--- src/rtl/fetch_pkg.sv ---
// Shared state encoding, default parameters and address legality check
// for the instruction fetch unit.
package fetch_pkg;

    typedef enum logic [1:0] {
        RUN  = 2'd0,
        HALT = 2'd1,
        ERR  = 2'd2
    } fetch_state_e;

    localparam logic [31:0] RESET_PC_DEFAULT   = 32'h0000_0000;
    localparam int          IMEM_DEPTH_DEFAULT = 2048;

    // An address is unfetchable when misaligned or past the last memory word.
    function automatic logic addr_is_bad(input logic [31:0] addr, input logic [31:0] depth);
        return (addr[1:0] != 2'b00) || ({2'b00, addr[31:2]} >= depth);
    endfunction

endpackage

--- src/rtl/fetch_unit.sv ---
// Single-issue instruction fetch stage: one-cycle memory latency, decode
// backpressure via memory hold, redirect flush, halt and sticky address fault.
module fetch_unit
    import fetch_pkg::*;
#(
    parameter logic [31:0] RESET_PC   = RESET_PC_DEFAULT,
    parameter int          IMEM_DEPTH = IMEM_DEPTH_DEFAULT
) (
    input  logic        clk,
    input  logic        rst_n,
    output logic [31:0] o_imem_addr,
    output logic        o_imem_stop,
    input  logic [31:0] i_imem_data,
    output logic [31:0] o_instr,
    output logic [31:0] o_instr_pc,
    output logic        o_instr_valid,
    input  logic        i_instr_ready,
    input  logic        i_redirect,
    input  logic [31:0] i_redirect_pc,
    input  logic        i_halt,
    output logic        o_fetch_err,
    output logic [31:0] o_fetch_cnt
);

    localparam logic [31:0] DEPTH_W = 32'(IMEM_DEPTH);

    fetch_state_e r_state;
    logic [31:0]  r_pc;
    logic [31:0]  r_rsp_pc;
    logic         r_rsp_valid;
    logic         r_err;
    logic [31:0]  r_cnt;

    logic w_stall;
    logic w_pc_bad;
    logic w_issue_ok;
    logic w_advance;
    logic w_fault;
    logic w_xfer;

    // Issue decision for the address currently presented to memory.
    always_comb begin
        w_stall    = r_rsp_valid && !i_instr_ready;
        w_pc_bad   = addr_is_bad(r_pc, DEPTH_W);
        w_issue_ok = (r_state == RUN) && !w_stall && !i_halt && !i_redirect;
        w_advance  = w_issue_ok && !w_pc_bad;
        w_fault    = w_issue_ok && w_pc_bad;
        w_xfer     = o_instr_valid && i_instr_ready;
    end

    // Fetch pointer, response slot and control state; redirect overrides all else.
    always_ff @(posedge clk or negedge rst_n) begin
        if (!rst_n) begin
            r_pc        <= RESET_PC;
            r_rsp_pc    <= 32'h0000_0000;
            r_rsp_valid <= 1'b0;
            r_state     <= RUN;
            r_err       <= 1'b0;
        end else if (i_redirect) begin
            r_pc        <= i_redirect_pc;
            r_rsp_valid <= 1'b0;
            r_state     <= RUN;
            r_err       <= 1'b0;
        end else begin
            if (w_advance) begin
                r_rsp_pc    <= r_pc;
                r_rsp_valid <= 1'b1;
                r_pc        <= r_pc + 32'd4;
            end else if (w_xfer) begin
                r_rsp_valid <= 1'b0;
            end else begin
                r_rsp_valid <= r_rsp_valid;
            end
            case (r_state)
                RUN: begin
                    if (i_halt) begin
                        r_state <= HALT;
                    end else if (w_fault) begin
                        r_state <= ERR;
                        r_err   <= 1'b1;
                    end else begin
                        r_state <= RUN;
                    end
                end
                HALT, ERR: r_state <= r_state;
                default: begin
                    r_state <= ERR;
                    r_err   <= 1'b1;
                end
            endcase
        end
    end

    // Completed-transfer counter.
    always_ff @(posedge clk or negedge rst_n) begin
        if (!rst_n) begin
            r_cnt <= 32'h0000_0000;
        end else if (w_xfer) begin
            r_cnt <= r_cnt + 32'd1;
        end else begin
            r_cnt <= r_cnt;
        end
    end

    // A redirect always lets memory capture, since that cycle's data is discarded anyway.
    assign o_imem_stop   = i_redirect ? 1'b0 : !w_advance;
    assign o_imem_addr   = r_pc;
    assign o_instr       = i_imem_data;
    assign o_instr_pc    = r_rsp_pc;
    assign o_instr_valid = r_rsp_valid && !i_redirect;
    assign o_fetch_err   = r_err;
    assign o_fetch_cnt   = r_cnt;

endmodule

--- config.mk ---
export PLATFORM = sky130hd
export DESIGN_NAME = fetch_unit
export DESIGN_NICKNAME = d
export VERILOG_FILES = /design/src/rtl/fetch_pkg.sv /design/src/rtl/fetch_unit.sv
export SDC_FILE = /design/constraint.sdc
export NUM_CORES = 1
export LEC_CHECK = 0
export ABC_AREA = 1
export BUFFER_PORTS_ARGS = -buffer_cell sky130_fd_sc_hd__buf_2
export CAP_MARGIN = 15
export CORE_AREA = 2 2 107 109
export DETAILED_ROUTE_END_ITERATION = 16
export DIE_AREA = 0 0 109 111
export GPL_TIMING_DRIVEN = 0
export PLACE_DENSITY = 0.78
export SLEW_MARGIN = 20
export SYNTH_ARGS = -nofsm -noshare
export SYNTH_HDL_FRONTEND = slang
export SYNTH_SLANG_ARGS = --single-unit
--- constraint.sdc ---
create_clock -name clk -period 1.95 [get_ports clk]
set_clock_uncertainty 0.15 [all_clocks]
set_input_delay 0.195 -clock clk [delete_from_list [all_inputs] [get_ports clk]]
set_output_delay 0.195 -clock clk [all_outputs]
set_load 0.02 [all_outputs]
==> results of run 1 <==
## cell type report
class / count / area, um2 / share of cell area
timing repair buffer: 198 / 1170 / 0.170
clock inverter: 4 / 31.3 / 0.00455
multi-input combinational: 473 / 2140 / 0.311
tap: 143 / 179 / 0.0260
inverter: 66 / 260 / 0.0379
buffer: 47 / 329 / 0.0479
sequential: 100 / 2500 / 0.364
clock buffer: 12 / 267 / 0.0388
## per-stage QoR
stage / total power [mW] / util / std cells / TNS, ns
floorplan: 2.74 / - / 687 / 0
global placement: 2.99 / 0.560 / 996 / -51.79
detailed placement: 3.01 / 0.564 / 997 / 0
CTS: 4.84 / 0.618 / 1042 / 0
global route: 5.08 / 0.621 / 1043 / -0.0112
finish: 4.84 / 0.621 / 1043 / 0
## report_power, final
group          internal (mW)  switching (mW)  leakage [nW]
Clock                  0.978           0.799         0.149
Combinational          0.321           0.481          2.43
Sequential              2.17          0.0913          1.19
Total                   3.47            1.37          3.77
## worst max path at each step
stage                      endpoint  cells after the start      startpoint  slack [ns]
global route            o_imem_stop                     10   i_instr_ready       -0.01
CTS                     o_imem_stop                      9          i_halt       0.005
detailed placement      o_imem_stop                      8  o_imem_addr[1]        0.12
finish                  o_imem_stop                     10   i_instr_ready        0.07
global placement    o_imem_addr[27]                      1           rst_n       -0.53
floorplan           o_imem_addr[12]                      8  o_imem_addr[2]        0.29
## registers in the layout (all words and copies together), names as in the netlist
signal and cells:
o_instr_pc 32, r_rsp_valid 1, r_state 2, o_fetch_cnt 32, o_imem_addr 32, o_fetch_err 1
## cells in the mapped netlist, drive strengths merged
cell type	number	area, um2
a21boi	4	30.0
buf	43	322
clkbuf	5	18.8
dfrtp	100	2500
ha	4	50.1
inv	66	255
nand2	273	1040
nand3	24	120
nand3b	9	67.6
nand4	3	33.8
nor2	101	394
nor3	6	41.3
o21ai	27	135
o21bai	1	7.51
xnor2	10	87.6
xor2	11	96.3
## cell families (layout without fill, tap and decap cells)
group,count (synthesis),count (layout),synth area share
and+or+nand+nor,416,416,0.326
DFF,100,100,0.481
AOI/OAI and AO/OA,32,32,0.0332
xor gates and xnor gates,21,21,0.0354
adders and majority gates,4,4,0.00963
buffers and inverters,114,327,0.115
## worst register-to-register path, delay by kind of cell (launching register included)
family / cells / cell delay, ns
DFF: 1 / 0.45
adders and majority gates: 1 / 0.22
and+or+nand+nor: 7 / 0.87
## metal layers
metal	part of all wire	up-vias	wire, um
met5	0	-	0
met4	0.017	0	227
met3	0.060	17	796
met2	0.48	164	6390
met1	0.44	2192	5850
li1	-	2479	-
## timing repair
item                                    CTS  global route
resized for setup                         7             7
hold buffers                             27             0
endpoints found under the setup margin    1            11
hold endpoints to repair                 69             0
pin swaps                                 2             5
setup buffers                             3             1
## layout by cell type (no fill, tap or decap), drive strengths merged, types with 4 or more instances in the layout
cell / n
nand2: 273
a21boi: 4
ha: 4
nand3: 24
inv: 67
nand3b: 9
nor2: 101
nor3: 6
o21ai: 27
dfrtp: 100
clkbuf: 17
buf: 213
dlygate4sd3: 27
xnor2: 10
xor2: 11
==> results.toml, run 1 <==
[worst_hold_path]
worstHoldStart = "i_redirect_pc[8]"
hold_class = "in -> reg"
hold-path-cell-count = 4
whs_endpoint = "o_imem_addr[8]"

[route]
vias = 4852
wire_per_inst_um = 12.7
final_antenna_net_count = 0
drc_errors = 0
drt_iter0_drc = 227
drtPass1Iterations = 5
vias_per_cell = 4.65
routed_wl_um = 13300

[power_and_ir_drop]
power_leakage_nw = 3.77
max-vdd-ir-drop_mv = 0.413
power.density_mw_per_mm2 = 704

[timing]
hold_viol_final = 0
fmax_ghz = 0.532
relSlewSlack = 0.617
fin_crit_ns = 1.88
timing.final.crit_share = 0.964
setup_viol = 0
maxSlewViolCount = 0
setup_slack_ns = 0.0698
worst_pin_slew_ns = 0.575
hold-worst-slack_ns = 0.00878

[clock_network]
cts_buffer_depth = 2
insertion_delay_ns = 0.34
h-tree-depth = 3
cts_buffers = 9
path_clk_slew_ns = 0.07
clock-root-buffer = "clkbuf_16"
cts_sinks = 100
cts_tree = "yes"

[worst_setup_path]
cp.buffers_inverters = 5
crit_chain = "dlygate4sd3_1 > buf_2 > inv_1 > nand2_1 > nand2_1 > nor2_4 > nand4_4 > nand2_4 > inv_8 > buf_6"
r2r_start = "o_imem_addr[2]"
cp.arrival_ns = 1.54
critPathCaptureType = "output pin"
cp_max_fo = 3
rrSetupSlack_ns = 0.15
cp_slowest_cell = "dlygate4sd3_1"
worstSetupPathType = "in -> out"
r2r-end = "o_imem_addr[12]"
crit_path_start_kind = "input port"
crit_required_ns = 1.60
worst_path_largest_cell_delay_ns = 0.53
crit_family = "buffers and inverters"
crit_path_frequent_cell = "nand2_1"
reg2regPathDepth = 8

[finish]
fin_nets = 968
drive_gt1_frac = 0.273
final_area_mm2 = 0.00688
fillers = 979
syn2layout_area_growth_pct = 32.3
diodes = 0

[run]
maxCapViolCount = 0

[floorplan]
io_pins = 200
die_w_um = 109
core_mm2 = 0.0111
start_util = 0.469
rows = 39
die_h_um = 111
die_area_mm2 = 0.0121

[yosys]
synth_nets = 760
yosys.cell_types.count = 27
yosysSeqAreaShare = 0.481
ys_ff_latch = 100
syn_area_mm2 = 0.00520
yosysWarnings = 0
synth_cells = 687
syn_area_per_cell_um2 = 7.57

[place]
place_ws_ns = 0.117
io_buffers = 166
gp_congestion = 0.932
dp_hpwl_um = 9350
placed_cell_area_mm2 = 0.00624

[global_routing]
grt_use_met2 = 0.378
antenna_found_initial = 0
grt_first_pass_wirelength_um = 22000
grt.met3_usage = 0.0382
gr-total-overflow = 0
grt_max_degree = 58
top_usage_layer = "met2"
grt_pass1_vias = 4639
grtUsageTotal = 0.230
grt_use_met1 = 0.304

[outcome]
status = "finished clean"
Power figures use the tool's default switching activity.
==> run 2: changes to the inputs <==
--- a/config.mk
+++ b/config.mk
@@ -6,14 +6,15 @@
 export NUM_CORES = 1
 export LEC_CHECK = 0
 export ABC_AREA = 1
+export ABC_CLOCK_PERIOD_IN_PS = 1950
 export BUFFER_PORTS_ARGS = -buffer_cell sky130_fd_sc_hd__buf_2
 export CAP_MARGIN = 15
-export CORE_AREA = 2 2 107 109
+export CORE_AREA = 2 2 91 127
 export DETAILED_ROUTE_END_ITERATION = 16
-export DIE_AREA = 0 0 109 111
+export DIE_AREA = 0 0 93 129
 export GPL_TIMING_DRIVEN = 0
 export PLACE_DENSITY = 0.78
-export SLEW_MARGIN = 20
+export SLEW_MARGIN = 40
 export SYNTH_ARGS = -nofsm -noshare
 export SYNTH_HDL_FRONTEND = slang
 export SYNTH_SLANG_ARGS = --single-unit
==> run 2 against run 1 <==
Sequential power about the same; maximum frequency decreased by 2.5%; highest routed layer unchanged; cell count decreased by 0.29%; worst setup slack got worse by 0.048 ns; sequential cell count unchanged; design area increased by 0.35%; largest cell class unchanged; critical endpoint unchanged.
==> results.toml, run 2 (synthesized netlist as in run 1, its figures left out) <==
[outcome]
status = "finished clean"

[route]
vias = 5022
drtPass1Iterations = 6
vias_per_cell = 4.83
wire_per_inst_um = 13.5
drc_errors = 0
final_antenna_net_count = 0
drt_iter0_drc = 180
routed_wl_um = 14000

[place]
gp_congestion = 0.932
dp_hpwl_um = 10000
place_ws_ns = 0.0953
placed_cell_area_mm2 = 0.00624
io_buffers = 166

[run]
maxCapViolCount = 0

[timing]
hold_viol_final = 0
maxSlewViolCount = 0
hold-worst-slack_ns = 0.0142
timing.final.crit_share = 0.989
setup_viol = 0
timing.setup.tns_ns = 0
worst_pin_slew_ns = 0.533
fin_crit_ns = 1.93
rsz0062_at_grt = "true"
setup_slack_ns = 0.0222
relSlewSlack = 0.645
fmax_ghz = 0.519

[power_and_ir_drop]
power.density_mw_per_mm2 = 721
max-vdd-ir-drop_mv = 0.502
power_leakage_nw = 3.78

[floorplan]
die_w_um = 93
io_pins = 200
rows = 45
start_util = 0.481
core_mm2 = 0.0108
die_h_um = 129
die_area_mm2 = 0.0120

[worst_setup_path]
rrSetupSlack_ns = 0.08
crit_chain = "inv_2 > ha_4 > nand2_4 > nor2_4 > nand4_4 > nand2_4 > inv_8 > buf_6"
crit_cells = 8
worst_path_largest_cell_delay_ns = 0.41
reg2regPathDepth = 10
crit_required_ns = 1.60
crit_path_frequent_cell = "nand2_4"
r2r_start = "r_state[1]"
cp_slowest_cell = "dfrtp_1"
critPathCaptureType = "output pin"
crit_path_start_kind = "flop"
worstSetupPathType = "reg -> out"
cp_max_fo = 3
critPathLaunch = "r_state[1]"
crit_family = "simple AND/OR/NAND/NOR gates"
cp.arrival_ns = 1.58
cp.buffers_inverters = 3

[finish]
final_core_util = 0.638
syn2layout_area_growth_pct = 32.7
drive_gt1_frac = 0.277
fillers = 919
final_area_mm2 = 0.00690
diodes = 0
fin_nets = 967
final_common_cell = "nand2_1"
final_cell_mix = "270 x nand2_1, 169 x buf_2, 100 x dfrtp_1"

[global_routing]
grt_pass1_vias = 4660
grt_max_degree = 76
antenna_found_initial = 0
top_usage_layer = "met2"
grtUsageTotal = 0.232
gr-total-overflow = 0
grt_use_met2 = 0.418
grt_use_met1 = 0.271
grt.met3_usage = 0.0474
grt_first_pass_wirelength_um = 22000

[worst_hold_path]
hold_class = "in -> reg"
hold-path-cell-count = 4
worstHoldStart = "i_redirect_pc[4]"

[clock_network]
cts_buffer_depth = 2
cts_buffers = 9
insertion_delay_ns = 0.34
cts_tree = "yes"
path_clk_slew_ns = 0.08
clock-root-buffer = "clkbuf_16"
cts_sinks = 100
h-tree-depth = 3
[run 2: metal layers]
metal	wire [um]	share of wire
met5	0	0
met1	5370	0.38
met4	352	0.025
met2	7450	0.53
met3	864	0.062
[run 2: area by class of cell]
cell class              instances  area, um2  share of cell area
inverters                      66        260              0.0377
clock buffers                   9        225              0.0326
clock inverters                 7       95.1              0.0138
well taps                     141        176              0.0256
flip-flops and latches        100       2500               0.363
multi-input cells             473       2150               0.311
repair buffers                197       1160               0.168
plain buffers                  47        329              0.0477
[run 2: report_power, final]
group	total (mW)	switching, mW	internal (mW)
logic	0.826	0.499	0.326
registers	2.26	0.0950	2.17
clock network	1.88	0.849	1.03
[run 2: worst register-to-register path, cell delays in order (launching register included)]
cell and delay (ns):
dfrtp_1 0.41, inv_2 0.08, ha_4 0.13, nand2_4 0.05
nor2_4 0.14, nand4_4 0.13, nand2_4 0.13, buf_4 0.11
buf_4 0.11, buf_4 0.17, o21ai_0 0.12
[run 2: worst paths after layout]
check	end
worst max-delay path	o_imem_stop
worst min-delay path	o_imem_addr[4]
worst max register to register	o_imem_addr[29]
worst min register to register	o_instr_pc[10]
max in group asynchronous	o_fetch_cnt[24]
min in group asynchronous	o_fetch_cnt[29]
[run 2: per-stage QoR]
stage          instances  total power [mW]
2_1_floorplan        687              2.74
3_3_place_gp         994              2.99
3_5_place_dp         995              3.02
4_1_cts             1038              4.96
5_1_grt             1040              5.19
6_report            1040              4.97
[run 2: timing repair]
action                                  4_1_cts  5_1_grt
resized for setup                             8        9
setup buffers                                 3        2
cloned                                        0        0
pin swaps                                     4        3
hold buffers                                 25        0
endpoints found under the hold margin       124        0
endpoints found under the setup margin        1        3
==> run 3: changes to the inputs <==
--- a/config.mk
+++ b/config.mk
@@ -5,13 +5,12 @@
 export SDC_FILE = /design/constraint.sdc
 export NUM_CORES = 1
 export LEC_CHECK = 0
-export ABC_AREA = 1
 export ABC_CLOCK_PERIOD_IN_PS = 1950
 export BUFFER_PORTS_ARGS = -buffer_cell sky130_fd_sc_hd__buf_2
 export CAP_MARGIN = 15
-export CORE_AREA = 2 2 91 127
+export CORE_AREA = 2 2 83 124
 export DETAILED_ROUTE_END_ITERATION = 16
-export DIE_AREA = 0 0 93 129
+export DIE_AREA = 0 0 85 126
 export GPL_TIMING_DRIVEN = 0
 export PLACE_DENSITY = 0.78
 export SLEW_MARGIN = 40
==> run 3 against run 2 <==
The run now ends with setup timing left; critical path depth decreased by 2; critical path type is now reg -> reg; hold slack better by 0.0053 ns; routed wire length decreased by 12%; synthesized cell count shrank 42%; cell count is 27% lower; design area down 1.2%.
==> results.toml, run 3 <==
[worst_setup_path]
r2r_start = "o_imem_addr[21]"
rrSetupSlack_ns = -0.17
crit_required_ns = 2.08
reg2regPathDepth = 6
r2r-end = "o_imem_addr[7]"
worst_path_largest_cell_delay_ns = 0.42
worstSetupPathType = "reg -> reg"
crit_path_start_kind = "flop"
crit_cells = 6
cp.buffers_inverters = 1
crit_family = "simple AND/OR/NAND/NOR gates"
cp_max_fo = 7
critPathCaptureType = "flop"
cp.arrival_ns = 2.24
crit_chain = "nor4_4 > nand4_4 > or3_4 > buf_8 > or3_1 > nand3_1"
cp_slowest_cell = "dfrtp_2"

[outcome]
violations = "setup timing"
status = "finished, violations left"

[finish]
final_common_cell = "buf_2"
fin_nets = 713
drive_gt1_frac = 0.561
final_area_mm2 = 0.00682
diodes = 0
final_cell_mix = "165 x buf_2, 86 x dfrtp_1, 58 x buf_4"
syn2layout_area_growth_pct = 54.1

[place]
dp_hpwl_um = 7880
placed_cell_area_mm2 = 0.00548
io_buffers = 167
gp_congestion = 0.790

[timing]
timing.final.crit_share = 1.09
rsz0062_at_grt = "true"
setup_viol = 45
hold-worst-slack_ns = 0.0195
fmax_ghz = 0.472
setup_slack_ns = -0.167
relSlewSlack = 0.558
maxSlewViolCount = 0
hold_viol_final = 0
fin_crit_ns = 2.12
worst_pin_slew_ns = 0.663

[clock_network]
cts_buffer_depth = 2
clock-root-buffer = "clkbuf_16"
insertion_delay_ns = 0.34
cts_sinks = 100
cts_tree = "yes"
path_clk_slew_ns = 0.07
cts_buffers = 9
h-tree-depth = 3

[yosys]
synth_nets = 470
synth_top_area_frac = 0.566
synth_cells = 397
synthFlopType = "dfrtp_1"
syn_area_per_cell_um2 = 11.1
async_flop_share = 1.00
syn_area_mm2 = 0.00442
yosysWarnings = 0
yosysSeqAreaShare = 0.566
yosys.cell_types.count = 43
synth_edf_count = 0
synth_common_cells = "100 x dfrtp_1, 51 x nand2_1, 32 x buf_4, 26 x xnor2_1, 24 x and2_1"
netlist_top_cells_area = "dfrtp_1 57%, buf_4 5.4%, mux2_2 5.3%"
yosysMostFrequentCell = "dfrtp_1"
synth_top_area_cell = "dfrtp_1"
ys_ff_latch = 100

[route]
drt_iter0_drc = 114
final_antenna_net_count = 0
vias = 3812
vias_per_cell = 5.02
drtPass1Iterations = 4
wire_per_inst_um = 16.2
drc_errors = 0
routed_wl_um = 12300

[global_routing]
gr-total-overflow = 0
antenna_found_initial = 0
grt_first_pass_wirelength_um = 19100
grtUsageTotal = 0.223
grt_max_degree = 64
grt_pass1_vias = 3916

[floorplan]
die_area_mm2 = 0.0107
start_util = 0.459
rows = 44
io_pins = 200
core_mm2 = 0.00963
die_h_um = 126
die_w_um = 85

[power_and_ir_drop]
clockPowerShare = 0.387
power.share.sequential = 0.461
power.density_mw_per_mm2 = 717
pwr-share-comb = 0.152
switching_share = 0.259
p_int_mw = 3.62
power_leakage_nw = 3.58
max-vdd-ir-drop_mv = 0.607
p_switching_mw = 1.27

[worst_hold_path]
worstHoldStart = "i_redirect_pc[5]"
hold-path-cell-count = 3
whs_endpoint = "o_imem_addr[5]"
hold_class = "in -> reg"

[run]
maxCapViolCount = 0
run 3: changes by cell type in the layout (fill, tap and decap cells not counted), moves of 17 or more:
| cell | before | now |
|---|---|---|
| buf_4 | 40 | 58 |
| o21ai_0 | 26 | 4 |
| mux2_2 | 0 | 21 |
| nand2_1 | 270 | 34 |
| and2_4 | 0 | 17 |
| inv_1 | 62 | 9 |
| nor2_1 | 93 | 15 |
run 3: final cells by class:
| class | count | area [um2] |
|---|---|---|
| clock inverters | 3 | 42.5 |
| inverters | 10 | 37.5 |
| flip-flops and latches | 100 | 2520 |
| clock buffers | 13 | 280 |
| fillers | 668 | 2820 |
| repair buffers | 232 | 1480 |
| multi-input cells | 243 | 1960 |
| plain buffers | 44 | 357 |
| well taps | 115 | 144 |
run 3: through the flow:
| stage | setup WS, ns | power (mW) | setup TNS, ns | cells | util |
|---|---|---|---|---|---|
| after floorplan | -0.115 | 2.65 | -2.96 | 397 | - |
| after global placement | -0.617 | 2.88 | -57.29 | 679 | 0.565 |
| after detailed placement | -0.354 | 2.91 | -13.28 | 680 | 0.569 |
| after CTS | -0.241 | 4.88 | -5.60 | 745 | 0.679 |
| after global routing | -0.235 | 5.08 | -7.05 | 760 | 0.708 |
| final | -0.167 | 4.89 | -3.72 | 760 | 0.708 |
run 3: how the worst max path moves through the flow:
stage / startpoint / endpoint
after floorplan: o_imem_addr[13] / o_imem_addr[8]
after global placement: rst_n / o_imem_addr[13]
after detailed placement: o_imem_addr[21] / o_imem_addr[6]
after CTS: o_imem_addr[31] / o_imem_stop
after global routing: o_imem_addr[26] / o_imem_stop
final: o_imem_addr[21] / o_imem_addr[7]
run 3: power groups by stage:
stage	registers (mW)	clock network, mW	logic [mW]
3_5_place_dp	2.28	0	0.636
4_1_cts	2.25	1.92	0.716
5_1_grt	2.27	2.00	0.807
3_3_place_gp	2.27	0	0.607
2_1_floorplan	2.36	0	0.297
6_report	2.25	1.89	0.746
run 3: what timing repair did:
| item | 4_1_cts | 5_1_grt |
|---|---|---|
| buffers inserted | 14 | 17 |
| endpoints found under the hold margin | 129 | 0 |
| hold buffers | 30 | 0 |
| resized for setup | 79 | 44 |
| cloned | 5 | 0 |
| setup endpoints to repair | 55 | 59 |
| pin swaps | 39 | 18 |
run 3: layer usage:
metal	global-route usage	vias to the layer above	share of wire
met5	0	-	0
met4	0.0719	0	0.017
met3	0.0505	17	0.060
met2	0.400	141	0.55
met1	0.261	1865	0.37
li1	-	1789	-
run 3: worst min-delay path, stage by stage:
cell and delay, ns:
buf_2 0.07, and2_1 0.12, a211o_1 0.09
run 3: cells by family after synthesis:
group                      Yosys count  synth area share
DFF                                100             0.566
muxes                               22            0.0557
AOI/OAI and AO/OA                   29            0.0447
xor gates and xnor gates            34            0.0673
adders and majority gates            4            0.0113
buffers and inverters               54            0.0732
and+or+nand+nor                    154             0.182
